--- config.mk ---
export PLATFORM = sky130hd
export DESIGN_NAME = input_debouncer
export DESIGN_NICKNAME = d
export VERILOG_FILES = /design/src/rtl/debounce_pkg.sv /design/src/rtl/sync_chain.sv /design/src/rtl/input_debouncer.sv
export SDC_FILE = /design/constraint.sdc
export NUM_CORES = 1
export LEC_CHECK = 0
export ABC_AREA = 1
export BUFFER_PORTS_ARGS = -buffer_cell sky130_fd_sc_hd__buf_2
export CAP_MARGIN = 0
export CELL_PAD_IN_SITES_DETAIL_PLACEMENT = 1
export CELL_PAD_IN_SITES_GLOBAL_PLACEMENT = 2
export CORE_MARGIN = 4
export CORE_UTILIZATION = 31
export DETAILED_ROUTE_END_ITERATION = 12
export GPL_TIMING_DRIVEN = 0
export PLACE_DENSITY = 0.71
export SLEW_MARGIN = 20
export SYNTH_ARGS = -nofsm -noshare
export SYNTH_HDL_FRONTEND = slang
export SYNTH_SLANG_ARGS = --single-unit
export TNS_END_PERCENT = 20
--- constraint.sdc ---
create_clock -name clk -period 1.5 [get_ports clk]
set_clock_uncertainty 0.15 [all_clocks]
set_input_delay 0.075 -clock clk [delete_from_list [all_inputs] [get_ports clk]]
set_output_delay 0.075 -clock clk [all_outputs]
set_load 0.02 [all_outputs]
--- src/rtl/debounce_pkg.sv ---
// Shared types and defaults for the input debouncer.
// FSM state encoding plus default parameter values.
package debounce_pkg;

  typedef enum logic [1:0] {
    STABLE_LOW  = 2'd0,
    CHECK_HIGH  = 2'd1,
    STABLE_HIGH = 2'd2,
    CHECK_LOW   = 2'd3
  } debounce_state_t;

  localparam int DEBOUNCE_DEFAULT_STABLE = 16;
  localparam int DEBOUNCE_DEFAULT_SYNC   = 2;

endpackage

--- src/rtl/sync_chain.sv ---
// Multi-flop synchroniser for one asynchronous pin.
// Reused for other asynchronous inputs; async active-low reset.
module sync_chain #(
  parameter int DEPTH = 2
) (
  input  logic clk,
  input  logic reset,
  input  logic d,
  output logic q
);

  logic [DEPTH-1:0] ff;

  // shift the raw pin through DEPTH flops
  always_ff @(posedge clk or negedge reset) begin
    if (!reset) begin
      ff <= '0;
    end else begin
      ff <= {ff[DEPTH-2:0], d};
    end
  end

  assign q = ff[DEPTH-1];

endmodule

--- src/rtl/input_debouncer.sv ---
// Debounces one raw pin into a registered level with optional edge pulses.
// Define INPUT_DEBOUNCER_PULSE_EN to build the rise/fall pulse registers.
module input_debouncer
  import debounce_pkg::*;
#(
  parameter int STABLE_CYCLES = DEBOUNCE_DEFAULT_STABLE,
  parameter int SYNC_STAGES   = DEBOUNCE_DEFAULT_SYNC
) (
  input  logic clk,
  input  logic reset,
  input  logic din_raw,
  output logic dout,
  output logic rise,
  output logic fall
);

  localparam int CNT_W = $clog2(STABLE_CYCLES + 1);
  localparam logic [CNT_W-1:0] ONE  = CNT_W'(1);
  localparam logic [CNT_W-1:0] LAST = CNT_W'(STABLE_CYCLES - 1);

  debounce_state_t  state, state_n;
  logic [CNT_W-1:0] cnt, cnt_n;
  logic             dout_n;
  logic             din_sync;

  sync_chain #(
    .DEPTH (SYNC_STAGES)
  ) u_sync (
    .clk   (clk),
    .reset (reset),
    .d     (din_raw),
    .q     (din_sync)
  );

  // state, counter and level registers
  always_ff @(posedge clk or negedge reset) begin
    if (!reset) begin
      state <= STABLE_LOW;
      cnt   <= '0;
      dout  <= 1'b0;
    end else begin
      state <= state_n;
      cnt   <= cnt_n;
      dout  <= dout_n;
    end
  end

  // next-state: count consecutive cycles at the opposite level
  always_comb begin
    state_n = state;
    cnt_n   = cnt;
    dout_n  = dout;
    unique case (state)
      STABLE_LOW: begin
        cnt_n = '0;
        if (din_sync) begin
          state_n = CHECK_HIGH;
          cnt_n   = ONE;
        end
      end
      CHECK_HIGH: begin
        if (!din_sync) begin
          state_n = STABLE_LOW;
          cnt_n   = '0;
        end else if (cnt == LAST) begin
          state_n = STABLE_HIGH;
          cnt_n   = '0;
          dout_n  = 1'b1;
        end else begin
          cnt_n = cnt + ONE;
        end
      end
      STABLE_HIGH: begin
        cnt_n = '0;
        if (!din_sync) begin
          state_n = CHECK_LOW;
          cnt_n   = ONE;
        end
      end
      CHECK_LOW: begin
        if (din_sync) begin
          state_n = STABLE_HIGH;
          cnt_n   = '0;
        end else if (cnt == LAST) begin
          state_n = STABLE_LOW;
          cnt_n   = '0;
          dout_n  = 1'b0;
        end else begin
          cnt_n = cnt + ONE;
        end
      end
      default: begin
        state_n = STABLE_LOW;
        cnt_n   = '0;
        dout_n  = 1'b0;
      end
    endcase
  end

`ifdef INPUT_DEBOUNCER_PULSE_EN
  // pulses coincide with the cycle dout shows its new value
  always_ff @(posedge clk or negedge reset) begin
    if (!reset) begin
      rise <= 1'b0;
      fall <= 1'b0;
    end else begin
      rise <= dout_n & ~dout;
      fall <= ~dout_n & dout;
    end
  end
`else
  assign rise = 1'b0;
  assign fall = 1'b0;
`endif

endmodule

Word-level counts from Yosys, hierarchy flattened
Index checks and enable logic that the tools add are counted.
Widths: inputs -> output; s select.
{"block": "classes", "n_addsub": 1, "n_eq_ne": 12, "n_mux": 18, "n_reduce_logical": 4}
{"cell": "$pmux 5 s4", "count": 1}
{"cell": "$mux 5", "count": 3}
{"cell": "$mux 2", "count": 6}
{"cell": "$ne 2x2->1 const B", "count": 4}
{"cell": "$pmux 2 s4", "count": 1}
{"cell": "$mux 1", "count": 6}
{"cell": "$add 5x1->5 const B", "count": 1}
{"cell": "$eq 5x4->1 const B", "count": 1}
{"cell": "$reduce_and 5->1", "count": 1}
{"cell": "$eq 2x2->1 const B", "count": 2}
{"cell": "$ne 2x1->1 const B", "count": 2}
{"cell": "$reduce_and 4->1", "count": 1}
{"cell": "$ne 3x2->1 const B", "count": 1}
{"cell": "$ne 3x3->1 const B", "count": 1}
{"cell": "$eq 2x1->1 const B", "count": 1}
{"cell": "$logic_not 2->1", "count": 1}
{"cell": "$pmux 1 s2", "count": 1}
{"cell": "$reduce_bool 2->1", "count": 1}
{"block": "word_totals", "register_bits": 10, "output_inout_bits": 3}

Longest topological paths before layout
Gate-level depths: netlist of run 1.
{"block": "depth", "ltp_word": 4, "ltp_mapped": 6, "depth_no_buf": 6}

Hierarchy
A second synthesis of run 1 with hierarchy kept.
{"block": "hier_totals", "hier_cells": 47, "hier_area_um2": 452.9}
{"mod": "input_debouncer", "n_inst": 1, "cells_each": 45, "area_per_inst_um2": 402.9, "seq_area_each_um2": 200.2}
{"mod": "sync_chain", "n_inst": 1, "cells_each": 2, "area_per_inst_um2": 50.0, "seq_area_each_um2": 50.0}

Worst setup path before layout of run 1
No wires, ideal clock.
{"block": "synth_timing", "path_type": "register to register", "startpoint": "reg cnt[0]", "endpoint": "reg with a tool-made name", "setup_time_ns": 0.117, "t_arrival_ns": 0.919, "required_time_ns": 1.233, "slack_ns": 0.315, "path_stages_with_launch": 7, "synth_period_minus_slack_ns": 1.185, "cell_sequence": "dfrtp_1 -> ha_1 -> nand3_2 -> nor2_4 -> nand2_2 -> nand2_1 -> nand2_1"}
{"element": "start: declaration", "line_no": "input_debouncer.sv:22", "text": "logic [CNT_W-1:0] cnt, cnt_n;"}
{"element": "start signal: assignment", "line_no": "input_debouncer.sv:43", "text": "cnt <= cnt_n;"}

==> out/summary.txt, run 1 <==
WL/cell = 11.22 um
Antenna violations before repair = 0
#FFs+latches synth = 10
TNS Setup = 0 ns
Final std cells w/o fill = 72
DIE AREA = 2107 um^2
Fillers = 161
Share of layout cells above drive strength 1 = 0.2281
Die span in x = 45.91 um
Synth Cell Area = 445.4 um^2
PD cells = 1030 nW/um^2
Critical path arrival = 1.34 ns
Crit share post-route = 0.8983
Antenna viol nets, final = 0
Tmin final = 1.347 ns
Worst skew pair latency = 0.26 ns
PostCTS Resize Cnt = 0
Diode count = 0
Critical Path Sink Type = flop
Global Route Usage Sum = 0.09566
Synth Instances = 47
Clock buffer depth = 2
CTS tree = built
Via count = 318
Slew Limit Fails = 0
Final WL = 808 um
CTS Buf Count = 3
GPL Wtd Cong = 0.6499
Max-cap violations = 0
IO Count = 6
Initial Utilization = 0.3340
DP HPWL = 627.6 um
Leakage = 0.2801 nW
Maximum vdd drop = 0.4594 mV
Sequential area share after synthesis = 0.5618
Avg Vias per Cell = 4.417
Number of remaining DRC errors = 0
F_max = 742.1 MHz
Core area = 1334 um^2
Synthesized area per cell = 9.477 um^2
Num rows = 13
Initial DRC Count = 3
Area delta synth->final = 21.07%
DRT Pass-1 Iters = 4
Largest net degree at the start of global routing = 11
Finish-stage setup viols = 0
Die Height = 45.91 um
Clk slew on worst S/H paths = 0.06 ns
Startpoint Class = flop
CP max FO = 3
H-tree depth = 1
Outcome = finished clean
Vias in the first global route = 313
Global-route wire length before repair = 1.359 mm
Port Buf Inserts = 3
Final Hold Fails = 0
Grt ovf = 0
Dpl cells = 66
Crit path kind = flop to flop
Nets@finish = 62
RSZ-0062 raised after global routing = false
Clock Sinks = 10
Clk root buf = clkbuf_4
Min-delay worst type = input port to asynchronous set/reset pin
Yosys warns = 0
Cell variety after synth = 15
Critical Path RT = 1.49 ns
## where the power goes
| group | switching, mW | total (mW) | internal [mW] |
|---|---|---|---|
| logic | 0.0204 | 0.0353 | 0.0149 |
| clock network | 0.0885 | 0.236 | 0.147 |
| registers | 0.00703 | 0.284 | 0.277 |
## sequential cells by signal, indices dropped and copies added, names as in the netlist, named ones only
signal and cells:
cnt 5, dout 1, state 1, u_sync.ff 2
## critical path, stage by stage, from the launching register on
cell     delay [ns]
dfrtp_1        0.38
ha_1           0.24
nand3_2        0.13
nor2_4         0.14
nand2_2        0.08
nand2_1        0.06
nand2_1        0.06
## per-stage QoR
step	setup WS, ns	util	power [mW]	area (um^2)	hold slack, ns
floorplan	0.3148	-	0.3092	449.2	-0.3706
global route	0.04275	0.4043	0.5834	539.3	0.07183
CTS	0.1340	0.4043	0.5652	539.3	0.05622
detailed placement	0.1588	0.3621	0.3217	483.0	-0.1992
global placement	0.2321	0.3621	0.3193	483.0	-0.2094
finish	0.1525	0.4043	0.5553	539.3	0.04797
## what timing repair did
action	4_1_cts	5_1_grt
buffers inserted	0	0
hold endpoints to repair	11	0
hold buffers	2	0
setup endpoints to repair	0	0
## cell families after synthesis
family                   count (synthesis)  synth area share
XOR/XNOR                                 2           0.03933
other                                    1          0.008419
adder cells (fa/ha/maj)                  1           0.02809
AND/OR/NAND/NOR                         23            0.2584
buffers and inverters                    9           0.09270
flip-flops                              10            0.5618
AO/OA/AOI/OAI                            1           0.01123
## layout make-up
| type | count | area, um^2 | share of cell area |
|---|---|---|---|
| Timing Repair Buffer | 5 | 35.03 | 0.06497 |
| Inverter | 7 | 26.28 | 0.04872 |
| Tap cell | 15 | 18.77 | 0.03480 |
| Sequential cell | 10 | 250.2 | 0.4640 |
| Multi-Input combinational cell | 29 | 157.7 | 0.2923 |
| Clock buffer | 4 | 36.28 | 0.06729 |
| Buffer | 2 | 15.01 | 0.02784 |
## synthesized netlist by cell type
cell type,instances,area [um^2]
xor2_1,1,8.760
ha_1,1,12.51
buf_4,2,15.01
nand2_1,8,30.03
nand3_1,4,20.02
nand3_2,1,10.01
nand4_1,2,12.51
xnor2_1,1,8.760
nor2_4,1,11.26
conb_1,1,3.750
nand2_2,2,12.51
dfrtp_1,10,250.2
o21ai_1,1,5.000
inv_1,7,26.28
nor2_1,5,18.77
## layout by cell type (no fill, tap or decap), types with 3 or more instances in the layout
cell type and instances:
buf_2 3, dfrtp_1 10, clkbuf_4 3, nand2_1 8, nor2_1 5, nand3_1 4, inv_1 7
## worst paths after layout
kind                       cells after the start         start           end  slack, ns
setup / recovery                               6        cnt[0]          flop       0.15
hold / removal                                 2         reset          dout       0.05
setup reg to reg                               6        cnt[0]          flop       0.15
hold reg to reg                                0  u_sync.ff[0]  u_sync.ff[1]       0.20
max in group asynchronous                      2         reset        cnt[0]       0.96
min in group clk                               0  u_sync.ff[0]  u_sync.ff[1]       0.20
## metal layers
layer | track usage | share of wire
met1 | 0.1034 | 0.42
met2 | 0.1511 | 0.51
met3 | 0.05929 | 0.069
met4 | 0.03409 | 0
met5 | 0 | 0
Power figures use the tool's default switching activity.
==> inputs of run 2 (changes only) <==
--- a/config.mk
+++ b/config.mk
@@ -11,10 +11,10 @@
 export CELL_PAD_IN_SITES_DETAIL_PLACEMENT = 1
 export CELL_PAD_IN_SITES_GLOBAL_PLACEMENT = 2
 export CORE_MARGIN = 4
-export CORE_UTILIZATION = 31
+export CORE_UTILIZATION = 34
 export DETAILED_ROUTE_END_ITERATION = 12
 export GPL_TIMING_DRIVEN = 0
-export PLACE_DENSITY = 0.71
+export PLACE_DENSITY = 0.77
 export SLEW_MARGIN = 20
 export SYNTH_ARGS = -nofsm -noshare
 export SYNTH_HDL_FRONTEND = slang
==> constraint.sdc (replaced) <==
create_clock -name clk -period 1.65 [get_ports clk]
set_clock_uncertainty 0.15 [all_clocks]
set_input_delay 0.0825 -clock clk [delete_from_list [all_inputs] [get_ports clk]]
set_output_delay 0.0825 -clock clk [all_outputs]
set_load 0.02 [all_outputs]
==> out/summary.txt, run 2 (same netlist as run 1, synthesis figures left out) <==
Global Route Usage Sum = 0.1111 (+0.01545)
Nets@finish = 62 (unchanged)
CP dominant cell by count = nand2_1
Multi-input gate area = 157.7 um^2 (unchanged)
DRT Pass-1 Iters = 3 (-1)
Crit share post-route = 0.7925 (-0.1058)
Largest net degree at the start of global routing = 11 (unchanged)
Global-route wire length before repair = 1.449 mm (+6.6%)
Critical Path RT = 1.65 ns (+0.16 ns)
Register area = 250.2 um^2 (unchanged)
Port Buf Inserts = 3 (unchanged)
Vias in the first global route = 352 (+12%)
Antenna violations before repair = 0 (unchanged)
Num rows = 12 (-1)
Core area = 1171 um^2 (-12%)
Leakage = 0.2801 nW (unchanged)
RSZ-0062 raised after global routing = false
Clock buffer depth = 2 (unchanged)
Post-CTS Setup Bufs = 0 (unchanged)
Diode count = 0 (unchanged)
Worst skew pair latency = 0.26 ns (about the same)
Die Height = 44.20 um (-3.7%)
CTS tree = built
GPL Wtd Cong = 0.6269 (-3.5%)
Critical Path Sink Type = flop
Final WL = 804 um (-0.50%)
Initial Utilization = 0.3803 (+0.04638)
Maximum vdd drop = 0.4180 mV (-9.0%)
Antenna viol nets, final = 0 (unchanged)
Hold_buf cts = 2 (unchanged)
WL/cell = 11.32 um (+0.91%)
Grt ovf = 0 (unchanged)
TNS Setup = 0 ns (unchanged)
Max-cap violations = 0 (unchanged)
Commonest non-fill, non-tap cell in the layout = dfrtp_1
CP max stage delay = 0.38 ns (about the same)
PD cells = 938.1 nW/um^2 (-8.9%)
Clock Sinks = 10 (unchanged)
Min-delay worst type = input port to asynchronous set/reset pin
Critical path arrival = 1.31 ns (-0.03 ns)
Avg Vias per Cell = 4.507 (+2.0%)
Commonest cells after routing, fill and taps aside = dfrtp_1 (10), nand2_1 (8), inv_1 (7)
Largest register FFs = 5 (unchanged)
CP max FO = 3 (unchanged)
Fin util = 0.4594 (+0.05509)
Clk slew on worst S/H paths = 0.06 ns (about the same)
Area delta synth->final = 20.79%
DP HPWL = 653 um (+4.0%)
PostCTS Resize Cnt = 0 (unchanged)
Biggest regs = cnt x5, u_sync.ff x2
R2R setup slack = 0.34 ns (+0.19 ns)
Via count = 320 (+0.63%)
Final Hold Fails = 0 (unchanged)
Slew Limit Fails = 0 (unchanged)
H-tree depth = 1 (unchanged)
Tmin final = 1.308 ns (-0.03991 ns)
Finish-stage setup viols = 0 (unchanged)
CTS Buf Count = 3 (unchanged)
F_max = 764.8 MHz (+3.1%)
Startpoint Class = flop
Share of layout cells above drive strength 1 = 0.2281 (unchanged)
Crit-path cells = ha_1 > nand3_2 > nor2_4 > nand2_2 > nand2_1 > nand2_1
Fillers = 144 (-11%)
Die span in x = 44.20 um (-3.7%)
DIE AREA = 1953 um^2 (-7.3%)
Slowest cell on crit path = dfrtp_1
Number of remaining DRC errors = 0 (unchanged)
IO Count = 6 (unchanged)
Initial DRC Count = 7 (+4)
Outcome = finished clean
Clk root buf = clkbuf_4
Worst hold slack = 0.05104 ns (+0.003070 ns)
Most flop-heavy register = cnt
Crit path kind = flop to flop
-- run 2: cell type report --
class	count	share of cell area
inverters	7	0.04884
multi-input cells	29	0.2930
clock buffers	4	0.06744
well taps	14	0.03256
repair buffers	5	0.06512
plain buffers	2	0.02791
flip-flops and latches	10	0.4651
-- run 2: metal layers --
| layer | GRT usage | vias to the layer above | part of all wire |
|---|---|---|---|
| met5 | 0 | - | 0 |
| met4 | 0.09036 | 0 | 0.011 |
| met3 | 0.03659 | 2 | 0.060 |
| met2 | 0.1977 | 7 | 0.57 |
| met1 | 0.1008 | 152 | 0.36 |
| li1 | - | 159 | - |
-- run 2: report_power, final --
part / switching, mW / leakage (nW) / internal (mW) / total (mW)
Sequential: 0.00625 / 0.131 / 0.252 / 0.258
Combinational: 0.0186 / 0.129 / 0.0135 / 0.0321
Clock: 0.0804 / 0.0210 / 0.134 / 0.214
Total: 0.105 / 0.280 / 0.400 / 0.505
-- run 2: critical path: cells and delay by family (launching register included) --
family	cells	cell delay (ns)
adders and majority gates	1	0.23
DFF	1	0.38
and+or+nand+nor	5	0.44
-- run 2: final timing paths --
path	start	end	depth (start not counted)
max	cnt[0]	flop	6
min	reset	asynchronous set/reset pin	2
max reg2reg	cnt[0]	flop	6
min reg2reg	u_sync.ff[0]	u_sync.ff[1]	0
max in group asynchronous	reset	u_sync.ff[0]	2
min in group clk	u_sync.ff[0]	u_sync.ff[1]	0
-- run 2: per-stage QoR --
| stage | instance area, um^2 | worst slack [ns] | cells | total power [mW] |
|---|---|---|---|---|
| floorplan | 449.2 | 0.4648 | 48 | 0.2811 |
| global placement | 481.7 | 0.3881 | 65 | 0.2901 |
| detailed placement | 481.7 | 0.3373 | 65 | 0.2924 |
| CTS | 538.0 | 0.3151 | 71 | 0.5196 |
| global route | 538.0 | 0.2575 | 71 | 0.5356 |
| finish | 538.0 | 0.3424 | 71 | 0.5047 |
==> inputs of run 3 (changes only) <==
--- a/config.mk
+++ b/config.mk
@@ -5,16 +5,16 @@
 export SDC_FILE = /design/constraint.sdc
 export NUM_CORES = 1
 export LEC_CHECK = 0
-export ABC_AREA = 1
+export ABC_AREA = 0
 export BUFFER_PORTS_ARGS = -buffer_cell sky130_fd_sc_hd__buf_2
 export CAP_MARGIN = 0
 export CELL_PAD_IN_SITES_DETAIL_PLACEMENT = 1
 export CELL_PAD_IN_SITES_GLOBAL_PLACEMENT = 2
-export CORE_MARGIN = 4
-export CORE_UTILIZATION = 34
+export CORE_AREA = 4 4 41 43
 export DETAILED_ROUTE_END_ITERATION = 12
+export DIE_AREA = 0 0 45 47
 export GPL_TIMING_DRIVEN = 0
-export PLACE_DENSITY = 0.77
+export PLACE_DENSITY = 0.69
 export SLEW_MARGIN = 20
 export SYNTH_ARGS = -nofsm -noshare
 export SYNTH_HDL_FRONTEND = slang
==> constraint.sdc (replaced) <==
create_clock -name clk -period 1.27 [get_ports clk]
set_clock_uncertainty 0.15 [all_clocks]
set_input_delay 0.0635 -clock clk [delete_from_list [all_inputs] [get_ports clk]]
set_output_delay 0.0635 -clock clk [all_outputs]
set_load 0.02 [all_outputs]
==> out/summary.txt, run 3 <==
Net Sw Power = 0.1330 mW (+26%)
Most flop-heavy register = cnt
Clk root buf = clkbuf_4
Area contributors post-synth = dfrtp_1 (59%), xor2_1 (4.1%), buf_4 (3.5%)
Yosys warns = 0 (unchanged)
PD cells = 1075 nW/um^2 (+15%)
Critical path arrival = 1.45 ns (+0.14 ns)
Min-delay worst type = input port to asynchronous set/reset pin
Critical Path Sink Type = flop
Slew Limit Fails = 0 (unchanged)
Top-count cell post-synth = dfrtp_1
DRT Pass-1 Iters = 1 (-2)
Global Route Usage Sum = 0.09760 (-0.01351)
Cell variety after synth = 19 (+4)
Leakage = 0.2567 nW (-8.4%)
Synthesized area per cell = 11.85 um^2 (+25%)
CTS Buf Count = 3 (unchanged)
Startpoint Class = flop
Clock buffer depth = 2 (unchanged)
DIE AREA = 2115 um^2 (+8.3%)
Synth Instances = 36 (-23%)
Global-route wire length before repair = 1.421 mm (-1.9%)
Tmin final = 1.449 ns (+0.1419 ns)
Commonest non-fill, non-tap cell in the layout = dfrtp_1
Synth Flop Type = dfrtp_1
R2R setup slack = -0.18 ns (-0.52 ns)
Post-synth top area cell = dfrtp_1
Outcome = finished, violations left
Post-synth top cells = dfrtp_1 (10), nor2_1 (3)
Port Buf Inserts = 3 (unchanged)
TNS Setup = -0.4278 ns (-0.4278 ns)
Die Height = 47 um (+6.3%)
Clock Sinks = 10 (unchanged)
CTS tree = built
Top cell type's share of synthesized area = 0.5865 (+0.02471)
Worst skew pair latency = 0.26 ns (about the same)
Commonest cells after routing, fill and taps aside = dfrtp_1 (10), buf_4 (5), nor2_1 (3), clkbuf_4 (3), buf_2 (3)
Avg Vias per Cell = 4.794 (+6.4%)
Flop pwr share = 0.566 (+0.054)
Maximum vdd drop = 0.5554 mV (+33%)
Comb pwr share = 0.082 (+0.018)
Fillers = 153 (+6.3%)
CP max FO = 6 (+3)
Largest net degree at the start of global routing = 11 (unchanged)
Crit path kind = flop to flop
Finish-stage setup viols = 4 (+4)
Clock power share = 0.352 (-0.073)
Critical Path RT = 1.27 ns (-0.38 ns)
Antenna violations before repair = 0 (unchanged)
Initial Utilization = 0.3279 (-0.05246)
RSZ-0062 raised after global routing = true
Initial DRC Count = 0 (-7)
Number of remaining DRC errors = 0 (unchanged)
Setup ws final = -0.1795 ns (-0.5219 ns)
GRT met3 Usage = 0.05747 (+0.02089)
Max-cap violations = 0 (unchanged)
Final WL = 859 um (+6.8%)
Grt ovf = 0 (unchanged)
Die span in x = 45 um (+1.8%)
R2R Path Start = cnt[0]
Failing checks = setup timing
F_max = 689.9 MHz (-9.8%)
Dpl cell area = 466.7 um^2 (-3.1%)
GPL Wtd Cong = 0.7064 (+13%)
Num rows = 13 (+1)
Crit share post-route = 1.141 (+0.3488)
Reg2Reg Depth = 4 (-2)
Antenna viol nets, final = 0 (unchanged)
Area delta synth->final = 29.91%
Via count = 302 (-5.6%)
Biggest regs = cnt x5, u_sync.ff x2
Core area = 1301 um^2 (+11%)
Synth Cell Area = 426.7 um^2 (-4.2%)
Final Hold Fails = 0 (unchanged)
Vias in the first global route = 327 (-7.1%)
Largest register FFs = 5 (unchanged)
Share of layout cells above drive strength 1 = 0.3542 (+0.1261)
Diode count = 0 (unchanged)
H-tree depth = 1 (unchanged)
Clk slew on worst S/H paths = 0.06 ns (about the same)
WL/cell = 13.63 um (+20%)
Nets@finish = 54 (-13%)
Crit. Startpoint = cnt[0]
Sequential area share after synthesis = 0.5865 (+0.02471)
GRT Max-Usage Layer = met2
Async set-reset flop share out of synthesis = 1.000 (unchanged)
Met2 usage = 0.1554 (-0.04231)
DP HPWL = 605.5 um (-7.3%)
Post-synth EDFFs = 0 (unchanged)
#FFs+latches synth = 10 (unchanged)
Met1 Use GR = 0.1156 (+0.01481)
Switching part of the total = 0.2233 (+0.01483)
Post-route cell area = 554.3 um^2 (+3.0%)
Int Pwr = 0.4627 mW (+16%)
IO Count = 6 (unchanged)
run 3: worst max-delay path: stages, from the launching register on:
cell and delay, ns:
dfrtp_1 0.39, ha_4 0.16, and4b_4 0.28, nand2_2 0.07, mux2_4 0.29
run 3: layout make-up:
type                    instances  area (um^2)  area share
plain buffers                   2        15.01     0.02709
clock buffers                   3        22.52     0.04063
multi-input cells              24        186.4      0.3363
flip-flops and latches         10        250.2      0.4515
repair buffers                  8        57.56      0.1038
well taps                      15        18.77     0.03386
inverters                       1        3.754    0.006772
run 3: cell families (layout without fill, tap and decap cells):
logic type,count (synthesis),in the layout,share of synthesized area
xor gates and xnor gates,3,3,0.06159
other,1,2,0.008789
adders and majority gates,1,1,0.02932
AOI/OAI and AO/OA,2,2,0.02639
DFF,10,10,0.5865
buffers and inverters,3,14,0.04397
and+or+nand+nor,15,15,0.2082
muxes,1,1,0.03518
run 3: how the worst min path moves through the flow:
stage / from / to / slack [ns] / cells after the start
after global placement: reset / cnt[1] / -0.22 / 1
after global routing: reset / cnt[1] / 0.07 / 2
after detailed placement: reset / cnt[0] / -0.21 / 1
after floorplan: reset / asynchronous set/reset pin / -0.38 / 0
after CTS: reset / u_sync.ff[0] / 0.04 / 2
final: reset / cnt[1] / 0.04 / 2
run 3: power by group through the flow:
stage / Sequential [mW] / Combinational [mW] / Clock [mW]
after floorplan: 0.339 / 0.0222 / 0
after global placement: 0.341 / 0.0326 / 0
after detailed placement: 0.342 / 0.0344 / 0
after CTS: 0.336 / 0.0436 / 0.214
after global routing: 0.338 / 0.0549 / 0.232
final: 0.337 / 0.0490 / 0.209
run 3: per-layer routing:
metal  vias up  wire length (um)
li1        139                 -
met5         -                 0
met3         5                52
met4         0                16
met2         9               448
met1       149               341
run 3: stage by stage:
stage / hold WS [ns] / std cells / power (mW) / utilization / worst slack (ns)
after floorplan: -0.3821 / 37 / 0.3616 / - / -0.1341
after global placement: -0.2236 / 55 / 0.3732 / 0.3587 / -0.1996
after detailed placement: -0.2148 / 55 / 0.3761 / 0.3587 / -0.2262
after CTS: 0.03709 / 61 / 0.5933 / 0.4067 / -0.2142
after global routing: 0.06912 / 63 / 0.6253 / 0.4260 / -0.2229
final: 0.04172 / 63 / 0.5957 / 0.4260 / -0.1795
run 3: repair_timing:
action	4_1_cts	5_1_grt
hold endpoints to repair	11	0
resized for setup	2	1
buffers inserted	1	2
pin swaps	1	1
setup endpoints to repair	6	6
hold buffers	2	0
